### config.mk
export PLATFORM = sky130hd
export DESIGN_NAME = mem_bus_bridge
export DESIGN_NICKNAME = d
export VERILOG_FILES = /design/src/rtl/cpu_bus_pkg.sv /design/src/rtl/bus_timeout_ctr.sv /design/src/rtl/mem_bus_bridge.sv
export SDC_FILE = /design/constraint.sdc
export NUM_CORES = 1
export LEC_CHECK = 0
export ABC_CLOCK_PERIOD_IN_PS = 6200
export BUFFER_PORTS_ARGS = -buffer_cell sky130_fd_sc_hd__buf_4
export CAP_MARGIN = 10
export CORE_MARGIN = 8
export CORE_UTILIZATION = 49
export CTS_CLUSTER_SIZE = 24
export DETAILED_ROUTE_END_ITERATION = 10
export PLACE_DENSITY = 0.95
export SLEW_MARGIN = 20
export SYNTH_ARGS = -nofsm -noshare
export SYNTH_HDL_FRONTEND = slang
export SYNTH_HIERARCHICAL = 1
export SYNTH_SLANG_ARGS = --single-unit
### constraint.sdc
create_clock -name clk -period 6.2 [get_ports clk]
set_clock_uncertainty 0.2 [all_clocks]
set_input_delay 0.93 -clock clk [delete_from_list [all_inputs] [get_ports clk]]
set_output_delay 0.93 -clock clk [all_outputs]
set_load 0.01 [all_outputs]
### src/rtl/cpu_bus_pkg.sv
// Shared types and constants for the processor-to-memory bridge.
package cpu_bus_pkg;

  typedef enum logic [1:0] {
    ST_IDLE = 2'd0,
    ST_BUSY = 2'd1,
    ST_ERR  = 2'd2,
    ST_HALT = 2'd3
  } state_t;

  localparam logic        RW_READ  = 1'b1;
  localparam logic        RW_WRITE = 1'b0;
  localparam logic [31:0] NOP_WORD = 32'h0000_0000;

endpackage

### src/rtl/bus_timeout_ctr.sv
// Counts BUSY cycles; expired_c flags the cycle on which the count reaches TIMEOUT.
module bus_timeout_ctr #(
  parameter int unsigned TIMEOUT = 15
) (
  input  logic clk,
  input  logic reset_n,
  input  logic clr,
  input  logic en,
  output logic expired_c
);

  localparam int unsigned CW = $clog2(TIMEOUT + 1);

  logic [CW-1:0] count_q;

  always_ff @(posedge clk or negedge reset_n) begin
    if (!reset_n) begin
      count_q <= '0;
    end else if (clr) begin
      count_q <= '0;
    end else if (en) begin
      count_q <= count_q + CW'(1);
    end
  end

  // High when this enabled cycle is the TIMEOUT-th one
  assign expired_c = en & (count_q == CW'(TIMEOUT - 1));

endmodule

### src/rtl/mem_bus_bridge.sv
// Converts one-cycle processor strobes into a req/ack memory handshake,
// stalling the core while an access is outstanding.
module mem_bus_bridge
  import cpu_bus_pkg::*;
#(
  parameter int unsigned AW         = 16,
  parameter int unsigned TIMEOUT    = 15,
  parameter logic [31:0] RESET_WORD = NOP_WORD
) (
  input  logic          clk,
  input  logic          reset_n,
  input  logic          proc_stb,
  input  logic          proc_rw,
  input  logic [31:0]   proc_addr,
  input  logic [31:0]   proc_wdata,
  input  logic          proc_halt,
  output logic [31:0]   instruction,
  output logic          proc_stall,
  output logic          mem_req,
  output logic          mem_we,
  output logic [AW-1:0] mem_addr,
  output logic [31:0]   mem_wdata,
  input  logic          mem_ack,
  input  logic [31:0]   mem_rdata,
  output logic          bus_err,
  output logic          halted
);

  state_t        state_q, state_d;
  logic          rw_q, rw_d;
  logic          halt_seen_q, halt_seen_d;
  logic [31:0]   instr_d;
  logic          stall_d, req_d, we_d, err_d, halted_d;
  logic [AW-1:0] addr_d;
  logic [31:0]   wdata_d;

  logic busy_c, oor_c, halt_now_c, ctr_clr_c, expired_c;

  assign busy_c     = (state_q == ST_BUSY);
  assign oor_c      = ((proc_addr >> AW) != 32'd0);
  assign halt_now_c = halt_seen_q | proc_halt;
  assign ctr_clr_c  = ~busy_c | mem_ack | expired_c;

  bus_timeout_ctr #(
    .TIMEOUT (TIMEOUT)
  ) u_timeout (
    .clk       (clk),
    .reset_n   (reset_n),
    .clr       (ctr_clr_c),
    .en        (busy_c),
    .expired_c (expired_c)
  );

  // Next-state and next-output logic; all outputs are registered below
  always_comb begin
    state_d     = state_q;
    rw_d        = rw_q;
    halt_seen_d = halt_seen_q;
    instr_d     = instruction;
    stall_d     = proc_stall;
    req_d       = mem_req;
    we_d        = mem_we;
    addr_d      = mem_addr;
    wdata_d     = mem_wdata;
    err_d       = bus_err;
    halted_d    = halted;

    case (state_q)
      ST_IDLE: begin
        if (proc_halt) begin
          state_d  = ST_HALT;
          halted_d = 1'b1;
          req_d    = 1'b0;
          stall_d  = 1'b0;
        end else if (proc_stb) begin
          rw_d    = proc_rw;
          stall_d = 1'b1;
          if (oor_c) begin
            state_d = ST_ERR;
            err_d   = 1'b1;
            if (proc_rw == RW_READ) instr_d = RESET_WORD;
          end else begin
            state_d     = ST_BUSY;
            req_d       = 1'b1;
            we_d        = (proc_rw == RW_WRITE);
            addr_d      = proc_addr[AW-1:0];
            wdata_d     = proc_wdata;
            halt_seen_d = 1'b0;
          end
        end
      end

      ST_BUSY: begin
        halt_seen_d = halt_now_c;
        if (mem_ack || expired_c) begin
          req_d   = 1'b0;
          stall_d = 1'b0;
          // A late ack on the timeout cycle still completes normally
          if (mem_ack) begin
            if (rw_q == RW_READ) instr_d = mem_rdata;
          end else begin
            err_d = 1'b1;
            if (rw_q == RW_READ) instr_d = RESET_WORD;
          end
          if (halt_now_c) begin
            state_d  = ST_HALT;
            halted_d = 1'b1;
          end else begin
            state_d = ST_IDLE;
          end
        end
      end

      ST_ERR: begin
        state_d = ST_IDLE;
        stall_d = 1'b0;
      end

      ST_HALT: begin
        halted_d = 1'b1;
        req_d    = 1'b0;
        stall_d  = 1'b0;
      end

      default: state_d = ST_IDLE;
    endcase
  end

  always_ff @(posedge clk or negedge reset_n) begin
    if (!reset_n) begin
      state_q     <= ST_IDLE;
      rw_q        <= 1'b0;
      halt_seen_q <= 1'b0;
      instruction <= RESET_WORD;
      proc_stall  <= 1'b0;
      mem_req     <= 1'b0;
      mem_we      <= 1'b0;
      mem_addr    <= '0;
      mem_wdata   <= '0;
      bus_err     <= 1'b0;
      halted      <= 1'b0;
    end else begin
      state_q     <= state_d;
      rw_q        <= rw_d;
      halt_seen_q <= halt_seen_d;
      instruction <= instr_d;
      proc_stall  <= stall_d;
      mem_req     <= req_d;
      mem_we      <= we_d;
      mem_addr    <= addr_d;
      mem_wdata   <= wdata_d;
      bus_err     <= err_d;
      halted      <= halted_d;
    end
  end

endmodule

==> impl_metrics.csv <==
group,metric,value,unit
clock_network,cts.path.max_buffers,2,
die,die_area,10820,um^2
clock_network,holdBufCountCts,0,
worst_setup_path,r2r_slack,3.41,ns
detailed_routing,vias,2869,
grt,grt_max_degree,94,
grt,antenna_found_initial,0,
timing,final-hold-violation-count,0,
detailed_routing,dr.pass1.iters,4,
yosys,synthCells,260,
die,start_util,0.4988,
power,p_leak,2.952,nW
placement,port_buffers,186,
detailed_routing,drtIter0Drc,146,
die,die_w,104.0,um
timing,timing.final.crit_share,0.4501,
detailed_routing,vias_per_cell,5.179,
power,powerDensity,341.7,nW/um^2
yosys,synth_cell_types,38,
clock_network,postCtsSetupBuffers,0,
outcome,status,"finished clean",
grt,overflow,0,
grt,grt_pass1_wl,16570,um
worst_setup_path,cp.arrival,2.86,ns
final_layout,diodes,0,
clock_network,insertion_delay,0.34,ns
final_layout,nets,556,
worst_setup_path,crit_type,"register to register",
timing,slew_headroom,0.4501,
yosys,yosysSeqAreaShare,0.6133,
timing,fmax,358.3,MHz
clock_network,cts_tree,"built",
detailed_routing,detail-route-antenna-nets,0,
placement,postPlaceCellArea,5230,um^2
clock_network,postCtsResizedCells,0,
grt,grt_pass1_vias,3202,
yosys,synth_fp_nets,369,
final_layout,fin_area,5453,um^2
timing,slew_viol_final,0,
timing,tightest_slew,0.8248,ns
yosys,synth_seq_cells,93,
timing,final.setup.tns,0,ns
die,chipHeight,104.0,um
clock_network,ctsRootBufferMaster,"clkbuf_8",
final_layout,drive_gt1_frac,0.4712,
clock_network,cts_buffers,9,
placement,place_hpwl,7745,um
detailed_routing,wire_per_inst,18.26,um
yosys,netlist_area,3795,um^2
clock_network,clock_sink_count,93,
worst_setup_path,cp.required,6.27,ns
yosys,synth_warnings,6,
power,ir_drop,0.2428,mV
worst_hold_path,hold_class,"register to register",
final_layout,syn_to_final_growth,43.69,%
worst_setup_path,crit_path_end_kind,"register",
die,num_rows,32,
detailed_routing,wirelength,10110,um
clock_network,htree_levels,3,
worst_setup_path,cp_cell_sequence,"inv_1 > ha_1 > and4_1 > nor3b_1 > a21oi_1 > o2111a_2 > a22o_1",
yosys,avgSynthCellArea,14.60,um^2
timing,setup_viol,0,
placement,place_congestion,0.7925,
timing,min_period,2.791,ns
run,max-cap-violations,0,
clock_network,path_clk_slew,0.09,ns
worst_setup_path,worst_path_max_delay_cell,"o2111a_2",
worst_setup_path,cp_max_fo,32,
die,pin_count,187,
worst_setup_path,crit_path_max_incr_delay,0.68,ns
detailed_routing,drc,0,
worst_setup_path,start_kind,"register",
timing,rsz0062_at_grt,"false",
die,core-area,7607,um^2
grt,grt_use_total,0.1885,
layout make-up:
| cell class | instances | area [um^2] |
|---|---|---|
| multi-input cells | 145 | 1328 |
| clock inverters | 5 | 66.31 |
| repair buffers | 188 | 1415 |
| inverters | 10 | 37.54 |
| fillers | 514 | 2155 |
| well taps | 102 | 127.6 |
| clock buffers | 11 | 151.4 |
| flip-flops and latches | 93 | 2327 |
worst paths after layout:
check	startpoint	endpoint	cells after the start
max	state_q[1]	instruction[20]	7
min in group asynchronous	reset_n	mem_wdata[10]	1
max in group asynchronous	reset_n	mem_wdata[11]	1
min	halted	halted	1
min reg2reg	halted	halted	1
max reg2reg	state_q[1]	instruction[20]	7
metal layers:
layer | share of wire | vias up | GRT usage
met4 | 0.013 | 0 | 0.06618
li1 | - | 1319 | -
met1 | 0.41 | 1411 | 0.2245
met5 | 0 | - | 0
met2 | 0.50 | 131 | 0.3139
met3 | 0.079 | 8 | 0.05948
cells in the final DEF, fill, tap and decap left out, types with 2 or more instances in the layout:
cell type and instances:
buf_4 187, dfrtp_1 93, mux2_1 49, a22o_1 32, clkbuf_8 11, inv_1 10, ha_1 7, a21oi_1 5
nand2_1 5, o21ai_0 5, nor4_2 4, nand2b_1 4, nor3_1 3, nand3b_1 3, nor2_1 3, nand4_1 2
and4_1 2, o2bb2ai_1 2, clkinv_4 2
registers in the layout (all words and copies together), names as in the netlist:
| name | count |
|---|---|
| mem_addr | 16 |
| state_q | 2 |
| mem_req | 1 |
| halted | 1 |
| mem_wdata | 32 |
| instruction | 32 |
| rw_q | 1 |
| halt_seen_q | 1 |
| proc_stall | 1 |
| u_timeout/count_q | 4 |
| bus_err | 1 |
| mem_we | 1 |
stage by stage:
step | util | total power [mW] | std cells | hold WS, ns | worst slack (ns)
final | 0.7168 | 1.863 | 554 | 0.2932 | 3.409
after global routing | 0.7168 | 1.966 | 554 | 0.3143 | 3.215
after CTS | 0.7161 | 1.880 | 554 | 0.2998 | 3.034
after detailed placement | 0.6875 | 1.449 | 538 | 0.2749 | 3.040
after global placement | 0.6875 | 1.415 | 538 | 0.2531 | 3.145
after floorplan | - | 1.152 | 260 | 0.2521 | 3.740
where the power goes:
group | switching (mW) | internal, mW | leakage [nW]
Combinational | 0.315 | 0.317 | 1.58
Sequential | 0.0758 | 0.726 | 1.27
Clock | 0.216 | 0.213 | 0.108
Total | 0.607 | 1.26 | 2.95
cell families after synthesis:
group	Yosys count	synth area share
flops	93	0.6133
compound gates	54	0.1161
mux	50	0.1494
simple gates	33	0.05737
buf+inv	22	0.03858
fa+ha+maj	7	0.02308
xor+xnor	1	0.002308
cells in the mapped netlist:
cell type,number,area [um^2]
xnor2_1,1,8.760
nor3_1,3,15.01
nand3_1,1,5.000
o21a_1,1,7.510
a22o_1,32,280.3
o2bb2ai_1,2,17.52
o2111a_1,1,11.26
nand3b_1,3,22.52
ha_1,7,87.58
and4_1,2,17.52
mux2_1,49,551.8
o21ai_0,5,25.02
nand2_1,5,18.77
a21oi_1,5,25.02
clkbuf_1,1,3.750
a41o_1,1,10.01
o2111ai_2,1,15.01
nor2b_1,1,6.260
o311ai_0,1,8.760
nor2_1,3,11.26
nand4_1,2,12.51
a21o_1,1,7.510
and2_1,1,6.260
nor2_2,1,6.260
nand2b_1,4,25.02
buf_4,5,37.54
or3_1,1,6.260
o22ai_1,1,6.260
mux2_4,1,15.01
inv_1,10,37.54
o211ai_1,1,7.510
nor3b_1,1,7.510
buf_6,6,67.56
a2bb2oi_1,1,8.760
a21bo_2,1,10.01
dfrtp_1,93,2327
nor4_2,4,50.05
or2b_1,1,7.510
worst max-delay path: cells and delay by family (launching register included):
| family | cells | cell delay (ns) |
|---|---|---|
| AND/OR/NAND/NOR | 2 | 0.33 |
| flip-flops | 1 | 0.43 |
| buffers and inverters | 1 | 0.11 |
| adder cells (fa/ha/maj) | 1 | 0.46 |
| AO/OA/AOI/OAI | 3 | 1.16 |
Power figures use the tool's default switching activity.
